File: config.mk
export PLATFORM = sky130hd
export DESIGN_NAME = store_write_buffer
export DESIGN_NICKNAME = d
export VERILOG_FILES = /design/src/rtl/store_write_buffer.sv
export SDC_FILE = /design/constraint.sdc
export NUM_CORES = 1
export LEC_CHECK = 0
export BUFFER_PORTS_ARGS = -buffer_cell sky130_fd_sc_hd__clkbuf_2
export CAP_MARGIN = 15
export CORE_ASPECT_RATIO = 1.5
export CORE_MARGIN = 3
export CORE_UTILIZATION = 35
export DETAILED_ROUTE_END_ITERATION = 16
export GPL_TIMING_DRIVEN = 0
export SLEW_MARGIN = 30
export SYNTH_ARGS = -nofsm -noshare
export SYNTH_HDL_FRONTEND = slang
export SYNTH_SLANG_ARGS = --single-unit
File: constraint.sdc
create_clock -name clk -period 3.2 [get_ports clk]
set_input_delay 0.64 -clock clk [delete_from_list [all_inputs] [get_ports clk]]
set_output_delay 0.64 -clock clk [all_outputs]
set_load 0.01 [all_outputs]
File: src/rtl/store_write_buffer.sv
// store_write_buffer
//   FIFO of pending stores between the data cache stage and data RAM. Stores
//   are accepted from the cache stage and drained to RAM one at a time over a
//   req/ack handshake. Loads that hit a pending store's word are flagged so
//   the pipeline can stall until that store has reached RAM.
//
// Ports
//   clk, rst_n          clock, asynchronous active-low reset
//   push_en/addr/data/width   store in (width: 000 SW, 001 SH, 010 SB)
//   full, empty, count  occupancy
//   ld_en, ld_addr      load probe; ld_conflict is the combinational result
//   mem_req/addr/wdata/width  head-of-queue write request to RAM
//   mem_ack             RAM accepted the current request

// One buffered store plus its word-address compare against the load probe.
module swb_entry (
  input  logic        clk,
  input  logic        rst_n,
  input  logic        wr,
  input  logic        clr,
  input  logic [31:0] wr_addr,
  input  logic [31:0] wr_data,
  input  logic [2:0]  wr_width,
  input  logic [29:0] ld_word,
  output logic        vld,
  output logic [31:0] addr,
  output logic [31:0] data,
  output logic [2:0]  width,
  output logic        hit
);

  always_ff @(posedge clk or negedge rst_n) begin
    if (!rst_n)   vld <= 1'b0;
    else if (wr)  vld <= 1'b1;
    else if (clr) vld <= 1'b0;
  end

  // Payload needs no reset: it is only observed while vld is set.
  always_ff @(posedge clk) begin
    if (wr) begin
      addr  <= wr_addr;
      data  <= wr_data;
      width <= wr_width;
    end
  end

  // Word granularity only; byte lanes are ignored so the check is conservative.
  assign hit = vld && (addr[31:2] == ld_word);

endmodule

module store_write_buffer #(
  parameter int DEPTH = 4,
  parameter int PTR_W = 2
) (
  input  logic             clk,
  input  logic             rst_n,
  input  logic             push_en,
  input  logic [31:0]      push_addr,
  input  logic [31:0]      push_data,
  input  logic [2:0]       push_width,
  output logic             full,
  output logic             empty,
  output logic [PTR_W:0]   count,
  input  logic             ld_en,
  input  logic [31:0]      ld_addr,
  output logic             ld_conflict,
  output logic             mem_req,
  output logic [31:0]      mem_addr,
  output logic [31:0]      mem_wdata,
  output logic [2:0]       mem_width,
  input  logic             mem_ack
);

  localparam logic [PTR_W:0] DEPTH_C = (PTR_W+1)'(DEPTH);

  typedef enum logic {IDLE = 1'b0, REQ = 1'b1} state_t;

  state_t             state;
  logic [PTR_W-1:0]   wr_ptr, rd_ptr;
  logic               push_ok, pop;
  logic [PTR_W:0]     count_nxt;
  logic [2:0]         width_n;

  logic [DEPTH-1:0]         e_vld, e_hit;
  logic [DEPTH-1:0][31:0]   e_addr, e_data;
  logic [DEPTH-1:0][2:0]    e_width;

  // Low address bits play no part in the word-granular alias check.
  logic unused_ld_lsb;
  assign unused_ld_lsb = ^ld_addr[1:0];

  // Push is judged on the pre-pop count, so a push at full is rejected even
  // when the same edge pops.
  assign push_ok = push_en && (count != DEPTH_C);
  assign pop     = (state == REQ) && mem_ack;

  always_comb begin
    count_nxt = count;
    case ({push_ok, pop})
      2'b10:   count_nxt = count + 1'b1;
      2'b01:   count_nxt = count - 1'b1;
      default: count_nxt = count;
    endcase
  end

  assign width_n = (push_width == 3'b001 || push_width == 3'b010) ? push_width : 3'b000;

  for (genvar i = 0; i < DEPTH; i++) begin : g_ent
    swb_entry u_ent (
      .clk      (clk),
      .rst_n    (rst_n),
      .wr       (push_ok && (wr_ptr == PTR_W'(i))),
      .clr      (pop && (rd_ptr == PTR_W'(i))),
      .wr_addr  (push_addr),
      .wr_data  (push_data),
      .wr_width (width_n),
      .ld_word  (ld_addr[31:2]),
      .vld      (e_vld[i]),
      .addr     (e_addr[i]),
      .data     (e_data[i]),
      .width    (e_width[i]),
      .hit      (e_hit[i])
    );
  end

  always_ff @(posedge clk or negedge rst_n) begin
    if (!rst_n) begin
      wr_ptr  <= '0;
      rd_ptr  <= '0;
      count   <= '0;
      state   <= IDLE;
      mem_req <= 1'b0;
    end else begin
      if (push_ok) wr_ptr <= wr_ptr + 1'b1;
      if (pop)     rd_ptr <= rd_ptr + 1'b1;
      count <= count_nxt;
      case (state)
        IDLE: if (count_nxt != '0) begin
          state   <= REQ;
          mem_req <= 1'b1;
        end
        REQ: if (pop && count_nxt == '0) begin
          state   <= IDLE;
          mem_req <= 1'b0;
        end
        default: begin
          state   <= IDLE;
          mem_req <= 1'b0;
        end
      endcase
    end
  end

  assign full  = (count == DEPTH_C);
  assign empty = (count == '0);

  // Head entry is not overwritten while pending, so these hold until ack.
  assign mem_addr  = e_addr[rd_ptr];
  assign mem_wdata = e_data[rd_ptr];
  assign mem_width = e_width[rd_ptr];

  // A store pushed this cycle is not yet valid, so it never counts here.
  assign ld_conflict = ld_en && (|e_hit);

endmodule

==> results.json, run 1 <==
{
  "status": "completed",
  "synthAdderAreaFrac": 0.0111,
  "netlist_instances": 600,
  "whs_ns": 0.304,
  "design_area_um2": 14300,
  "drive_above_1_share": 0.392,
  "post-route-util": 0.427,
  "nFillCells": 2968,
  "area_growth_pct": 20.1,
  "clockRootBuffer": "clkbuf_16",
  "antenna_found_initial": 4,
  "end_kind": "output port",
  "top_layer": "met5",
  "netlist_area_um2": 11900,
  "maxCapViolCount": 0,
  "die_y_um": 232,
  "synth_cell_types": 30,
  "hold_violations": 0,
  "worst_slack_ns": 0.149,
  "regArea_um2": 8370,
  "gr-usage-all-layers": 0.157,
  "fin_worst_skew_ns": 0.0136,
  "synth_compound_area_frac": 0.00693,
  "critPathKind": "flop to output port",
  "first_iter_violations": 341,
  "nets": 911,
  "clock-sinks": 281,
  "finalWirelength_mm": 28.6,
  "reg2reg_slack_ns": 0.56,
  "ant_nets": 0,
  "dieArea_um2": 36400,
  "reg2reg_to": "mem_req",
  "syn_avg_cell_area_um2": 19.9,
  "vdd_drop_max_mv": 0.556,
  "grt_max_degree": 37,
  "finalPower_mw": 12.4,
  "multi_input_area_um2": 3300,
  "synth_area_leader_cell": "edfxtp_1",
  "h-tree-depth": 1,
  "gp_congestion": 0.820,
  "wl_met1_mm": 10.4,
  "numPortBuffers": 158,
  "whs_endpoint": "g_ent[2].u_ent.addr[2]",
  "n_antenna_cell": 0,
  "grt-ovfl-total": 0,
  "cp-start-kind": "flop",
  "cellLeakagePower_nw": 4.99,
  "synth-warning-count": 0,
  "finalCritPeriodShare": 0.953,
  "yosys-top-cells-area": "edfxtp_1 (68%), mux4_2 (13%), xnor2_1 (5.2%), xor2_1 (3.3%), dfrtp_1 (2.7%)",
  "reg2reg_depth": 13,
  "clk-insertion-delay-late_ns": 0.55,
  "place_ws_ns": 0.151,
  "drv_slew": 0,
  "rows": 82,
  "fmax_mhz": 328,
  "grt_pass1_vias": 6552,
  "synth-simple-area-share": 0.0309,
  "drc": 0,
  "worstHoldStart": "push_addr[2]",
  "synth_top_family_by_area": "multiplexers",
  "clock_path_buffers": 3,
  "path_max_fanout": 2,
  "io_pins": 178,
  "pwr_density_cell_nw_per_um2": 869,
  "postCtsSetupRepairBufs": 0,
  "numCtsBuffers": 28,
  "setup_viol": 0,
  "start_util": 0.355,
  "die_w_um": 157,
  "wl_met3_mm": 1.93,
  "first_pass_iters": 6,
  "synth_seq_area_share": 0.702,
  "grt_setup_unrepaired": "no",
  "min_delay_path_depth": 1,
  "synth_top_area_share": 0.675,
  "synth_seq_cells": 281,
  "holdCritPathClass": "primary input to flop",
  "core_um2": 33500,
  "cp_data_required_time_ns": 2.56,
  "placed_cells": 1186,
  "routedWlPerCell_um": 23.1,
  "cts_tree": "yes",
  "synthXorXnorAreaFrac": 0.0971,
  "arrival_ns": 2.41,
  "vias_per_cell": 4.94,
  "clk_pin_slew_ns": 0.06,
  "met2_length_mm": 15.3,
  "timing.rr.start": "count[0]",
  "synthMuxAreaShare": 0.127,
  "period_needed_ns": 3.05,
  "worstMarginPinSlew_ns": 0.928,
  "tns_ns": 0,
  "grt_first_pass_wirelength_mm": 41.9,
  "placed_area_um2": 13400,
  "vias": 6116,
  "instances_no_fill": 1238,
  "hpwl_mm": 20.6,
  "relSlewSlack": 0.381
}
synth_stat cells, drive strengths merged:
| master | instances |
|---|---|
| xnor2 | 79 |
| a41oi | 1 |
| conb | 1 |
| and2 | 5 |
| o21a | 1 |
| nor3 | 2 |
| fa | 1 |
| a21o | 4 |
| xor2 | 45 |
| nand2 | 7 |
| nor3b | 2 |
| nor2 | 1 |
| edfxtp | 268 |
| mux4 | 67 |
| a2bb2oi | 1 |
| nor4 | 17 |
| o21ai | 4 |
| nor2b | 1 |
| clkbuf | 6 |
| and3 | 1 |
| or2 | 1 |
| inv | 10 |
| nand4 | 24 |
| buf | 29 |
| ha | 9 |
| dfrtp | 13 |
routing by layer:
metal,vias to the layer above,track usage
li1,2758,-
met1,3105,0.181
met2,194,0.285
met3,51,0.0371
met4,8,0.0542
met5,-,0
placed cells by master, fill, tap and decap left out, types with 2 or more instances in the layout:
cell        netlist  routed
ha_1              9       9
edfxtp_1        268     268
clkinv_1          0       4
xnor2_1          71      70
xnor2_4           1       2
clkbuf_2          0     158
xor2_1           45      45
nand4_1          24      24
and2_4            0       4
nor4_2            1       2
clkinv_4          0       2
buf_6            14      14
bufinv_16         0       2
nor4_1           16      15
clkinv_2          0       8
xnor2_2           7       7
clkbuf_1          6       8
mux4_2           67      67
buf_2            15      15
nor3b_1           2       2
conb_1            1       4
inv_1            10      10
clkbuf_16         0      28
clkinvlp_4        0       3
o21ai_0           4       4
nor3_1            2       2
buf_16            0       3
clkinv_8          0       2
dfrtp_1          13      13
nand2_1           7       7
a21o_1            4       4
buf_12            0       2
state kept, by name, indices dropped and copies added, names as in the netlist:
name and count:
g_ent.u_ent.addr 128, g_ent.u_ent.data 128, g_ent.u_ent.width 12, g_ent.u_ent.vld 4
count 3, rd_ptr 2, wr_ptr 2, mem_req 1
state 1
worst max-delay path, cell delays in order, from the launching register on:
cell and delay (ns):
edfxtp_1 0.39, xnor2_1 0.41, nand4_1 0.16, nor4_1 0.35, nand4_1 0.17, a41oi_2 0.23
clkbuf_2 0.16
layout make-up:
class | instances | area share
buffer | 35 | 0.0178
clock buffer | 30 | 0.0495
clock inverter | 21 | 0.0131
inverter | 10 | 0.00262
multi-input combinational | 277 | 0.231
sequential | 281 | 0.585
tap | 420 | 0.0367
timing repair buffer | 164 | 0.0645
kinds of logic (layout without fill, tap and decap cells):
kind of cell,count (synthesis),count (layout)
XOR/XNOR,124,124
flip-flops,281,281
buffers and inverters,45,260
other,1,4
AND/OR/NAND/NOR,61,61
AO/OA/AOI/OAI,11,11
multiplexers,67,67
adder cells (fa/ha/maj),10,10
how the worst max path moves through the flow:
| stage | slack, ns | from | depth (start not counted) | to |
|---|---|---|---|---|
| after CTS | 0.05 | g_ent[0].u_ent.addr[22] | 6 | ld_conflict |
| final | 0.15 | g_ent[3].u_ent.addr[20] | 6 | ld_conflict |
| after global placement | -1.44 | push_en | 4 | g_ent[0].u_ent.data[28] |
| after detailed placement | 0.15 | mem_ack | 11 | mem_req |
| after floorplan | 0.17 | count[0] | 5 | g_ent[0].u_ent.addr[0] |
| after global routing | 0.008 | g_ent[3].u_ent.addr[20] | 6 | ld_conflict |
timing repair:
| item | 4_1_cts | 5_1_grt |
|---|---|---|
| hold buffers | 1 | 0 |
| endpoints found under the setup margin | 0 | 1 |
| endpoints found under the hold margin | 13 | 0 |
| resized for setup | 0 | 3 |
power breakdown:
part | total, mW | leakage [nW] | switching [mW] | internal [mW]
combinational | 4.11 | 1.94 | 2.29 | 1.83
clock | 3.17 | 0.436 | 1.39 | 1.78
sequential | 5.16 | 2.61 | 0.287 | 4.87
total | 12.4 | 4.99 | 3.97 | 8.47
(Power assumes the default switching activity.)
==> inputs of run 2 (changes only) <==
- BUFFER_PORTS_ARGS: -buffer_cell sky130_fd_sc_hd__clkbuf_2 -> unset
- DONT_BUFFER_PORTS: unset -> 1
- clock period: 3.2 -> 3.05 ns (I/O delays scaled with it)
==> run 2 against run 1 <==
Clock power is 24% higher. Highest routed layer unchanged. Non-clock buffer count is 155 lower. Flip-flop and latch count stayed put. Sequential share of layout area is 2.5 points higher. Global-route usage is 0.055 points lower. Wire length is 0.88% higher. Power is 5.5% higher. Die area stayed put. Core utilization is 1.7 points lower.
==> results.json, run 2 (same netlist as run 1, synthesis figures left out) <==
{
  "status": "completed",
  "worstHoldStart": "push_addr[16]",
  "start_util": 0.355,
  "whs_endpoint": "g_ent[1].u_ent.addr[16]",
  "clock_path_buffers": 3,
  "grt-ovfl-total": 0,
  "nFillCells": 2923,
  "io_pins": 178,
  "cellLeakagePower_nw": 4.43,
  "core_um2": 33500,
  "grt_pass1_vias": 6295,
  "period_needed_ns": 3.00,
  "finalWirelength_mm": 28.9,
  "drv_slew": 0,
  "reg2reg_to": "mem_req",
  "first_pass_iters": 4,
  "nets": 756,
  "routedWlPerCell_um": 26.6,
  "grt_max_degree": 36,
  "pwr_density_cell_nw_per_um2": 956,
  "hold_violations": 0,
  "placed_area_um2": 12600,
  "design_area_um2": 13700,
  "worstMarginPinSlew_ns": 0.935,
  "antenna_found_initial": 2,
  "clk-insertion-delay-late_ns": 0.55,
  "cpMostUsedCell": "nand4_1",
  "worst_path_dominant_cell_family": "simple AND/OR/NAND/NOR gates",
  "fin_worst_skew_ns": 0.0142,
  "most-common-layout-cells": "edfxtp_1 (268), xnor2_1 (69), mux4_2 (67), xor2_1 (45), clkbuf_16 (29)",
  "ant_nets": 0,
  "numCtsBuffers": 28,
  "final_common_cell": "edfxtp_1",
  "clk_pin_slew_ns": 0.06,
  "crit_chain": "xnor2_2, nand4_1, nor4_1, nand4_1, a41oi_2",
  "crit_path_max_incr_delay_ns": 0.42,
  "cp_num_buf_inv": 0,
  "grt_setup_unrepaired": "no",
  "vdd_drop_max_mv": 0.643,
  "reg2reg_slack_ns": 0.20,
  "first_iter_violations": 311,
  "vias": 5586,
  "regArea_um2": 8370,
  "reg.largest.list": "g_ent.u_ent.addr (128), g_ent.u_ent.data (128), g_ent.u_ent.width (12)",
  "cpMaxStageDelayCell": "edfxtp_1",
  "die_w_um": 157,
  "drc": 0,
  "maxCapViolCount": 0,
  "area_growth_pct": 15.2,
  "cp_data_required_time_ns": 2.44,
  "gr-usage-all-layers": 0.157,
  "end_kind": "output port",
  "arrival_ns": 2.39,
  "clock-sinks": 281,
  "grt_first_pass_wirelength_mm": 41.3,
  "die_y_um": 232,
  "hpwl_mm": 21.3,
  "cts_tree": "yes",
  "clockRootBuffer": "clkbuf_16",
  "finalCritPeriodShare": 0.983,
  "path_max_fanout": 2,
  "holdCritPathClass": "primary input to flop",
  "worst_slack_ns": 0.0514,
  "rows": 82,
  "multi_input_area_um2": 3300,
  "critPathKind": "flop to output port",
  "gp_congestion": 0.894,
  "dieArea_um2": 36400,
  "place_ws_ns": 0.0939,
  "numPortBuffers": 0,
  "fmax_mhz": 333,
  "h-tree-depth": 1,
  "reg2reg_depth": 13,
  "min_delay_path_depth": 0,
  "drive_above_1_share": 0.258,
  "cp-start-kind": "flop",
  "timing.rr.start": "count[0]",
  "post-route-util": 0.409,
  "setup_viol": 0,
  "relSlewSlack": 0.377,
  "vias_per_cell": 5.15
}
-- run 2: per-stage QoR --
step / power [mW] / hold WS, ns / setup TNS (ns) / cells
after floorplan: 8.13 / 0.314 / 0 / 603
after global placement: 9.23 / 0.315 / -387.51 / 1023
after detailed placement: 9.37 / 0.315 / 0 / 1030
after CTS: 13.4 / 0.108 / 0 / 1083
after global routing: 13.7 / 0.115 / 0 / 1085
final: 13.1 / 0.151 / 0 / 1085
-- run 2: timing repair --
action	in CTS	in global routing
hold endpoints to repair	13	0
buffers inserted	0	0
endpoints found under the setup margin	1	1
cloned	0	0
gates resized for setup	0	3
pin swaps	1	0
hold buffers	1	0
-- run 2: final cells by class --
class,instances,area share
multi-input combinational,277,0.240
tap,420,0.0383
buffer,35,0.0186
inverter,10,0.00273
antenna,1,0.000182
timing repair buffer,9,0.0123
sequential,281,0.610
clock buffer,30,0.0531
clock inverter,22,0.0251
-- run 2: how the worst max path moves through the flow --
stage,slack (ns),startpoint,cells after the start,to
after detailed placement,0.09,mem_ack,10,mem_req
after global routing,0.02,g_ent[1].u_ent.addr[2],5,ld_conflict
after global placement,-1.45,count[0],5,g_ent[3].u_ent.data[25]
after floorplan,0.02,count[0],5,g_ent[0].u_ent.addr[0]
final,0.05,g_ent[0].u_ent.addr[22],5,ld_conflict
after CTS,0.03,g_ent[0].u_ent.addr[22],5,ld_conflict
-- run 2: metal layers --
layer / vias to the layer above / wire [µm] / track usage
met3: 46 / 2460 / 0.0561
met2: 204 / 16000 / 0.295
met1: 2880 / 9560 / 0.159
met5: - / 7 / 0
li1: 2454 / - / -
met4: 2 / 832 / 0.0498
-- run 2: worst register-to-register path: stages (launching register included) --
cell and delay (ns):
dfrtp_1 0.45, inv_1 0.13, and3_1 0.25, nor2b_1 0.07
buf_2 0.17, inv_1 0.07, ha_1 0.19, inv_1 0.07
fa_1 0.38, xor2_1 0.17, o21a_1 0.19, nor4_2 0.37
nor2_1 0.07, a2bb2oi_1 0.13
-- run 2: where the power goes --
group          switching [mW]  internal [mW]
Clock                    1.50           2.43
Combinational            2.22           1.53
Sequential              0.334           5.11
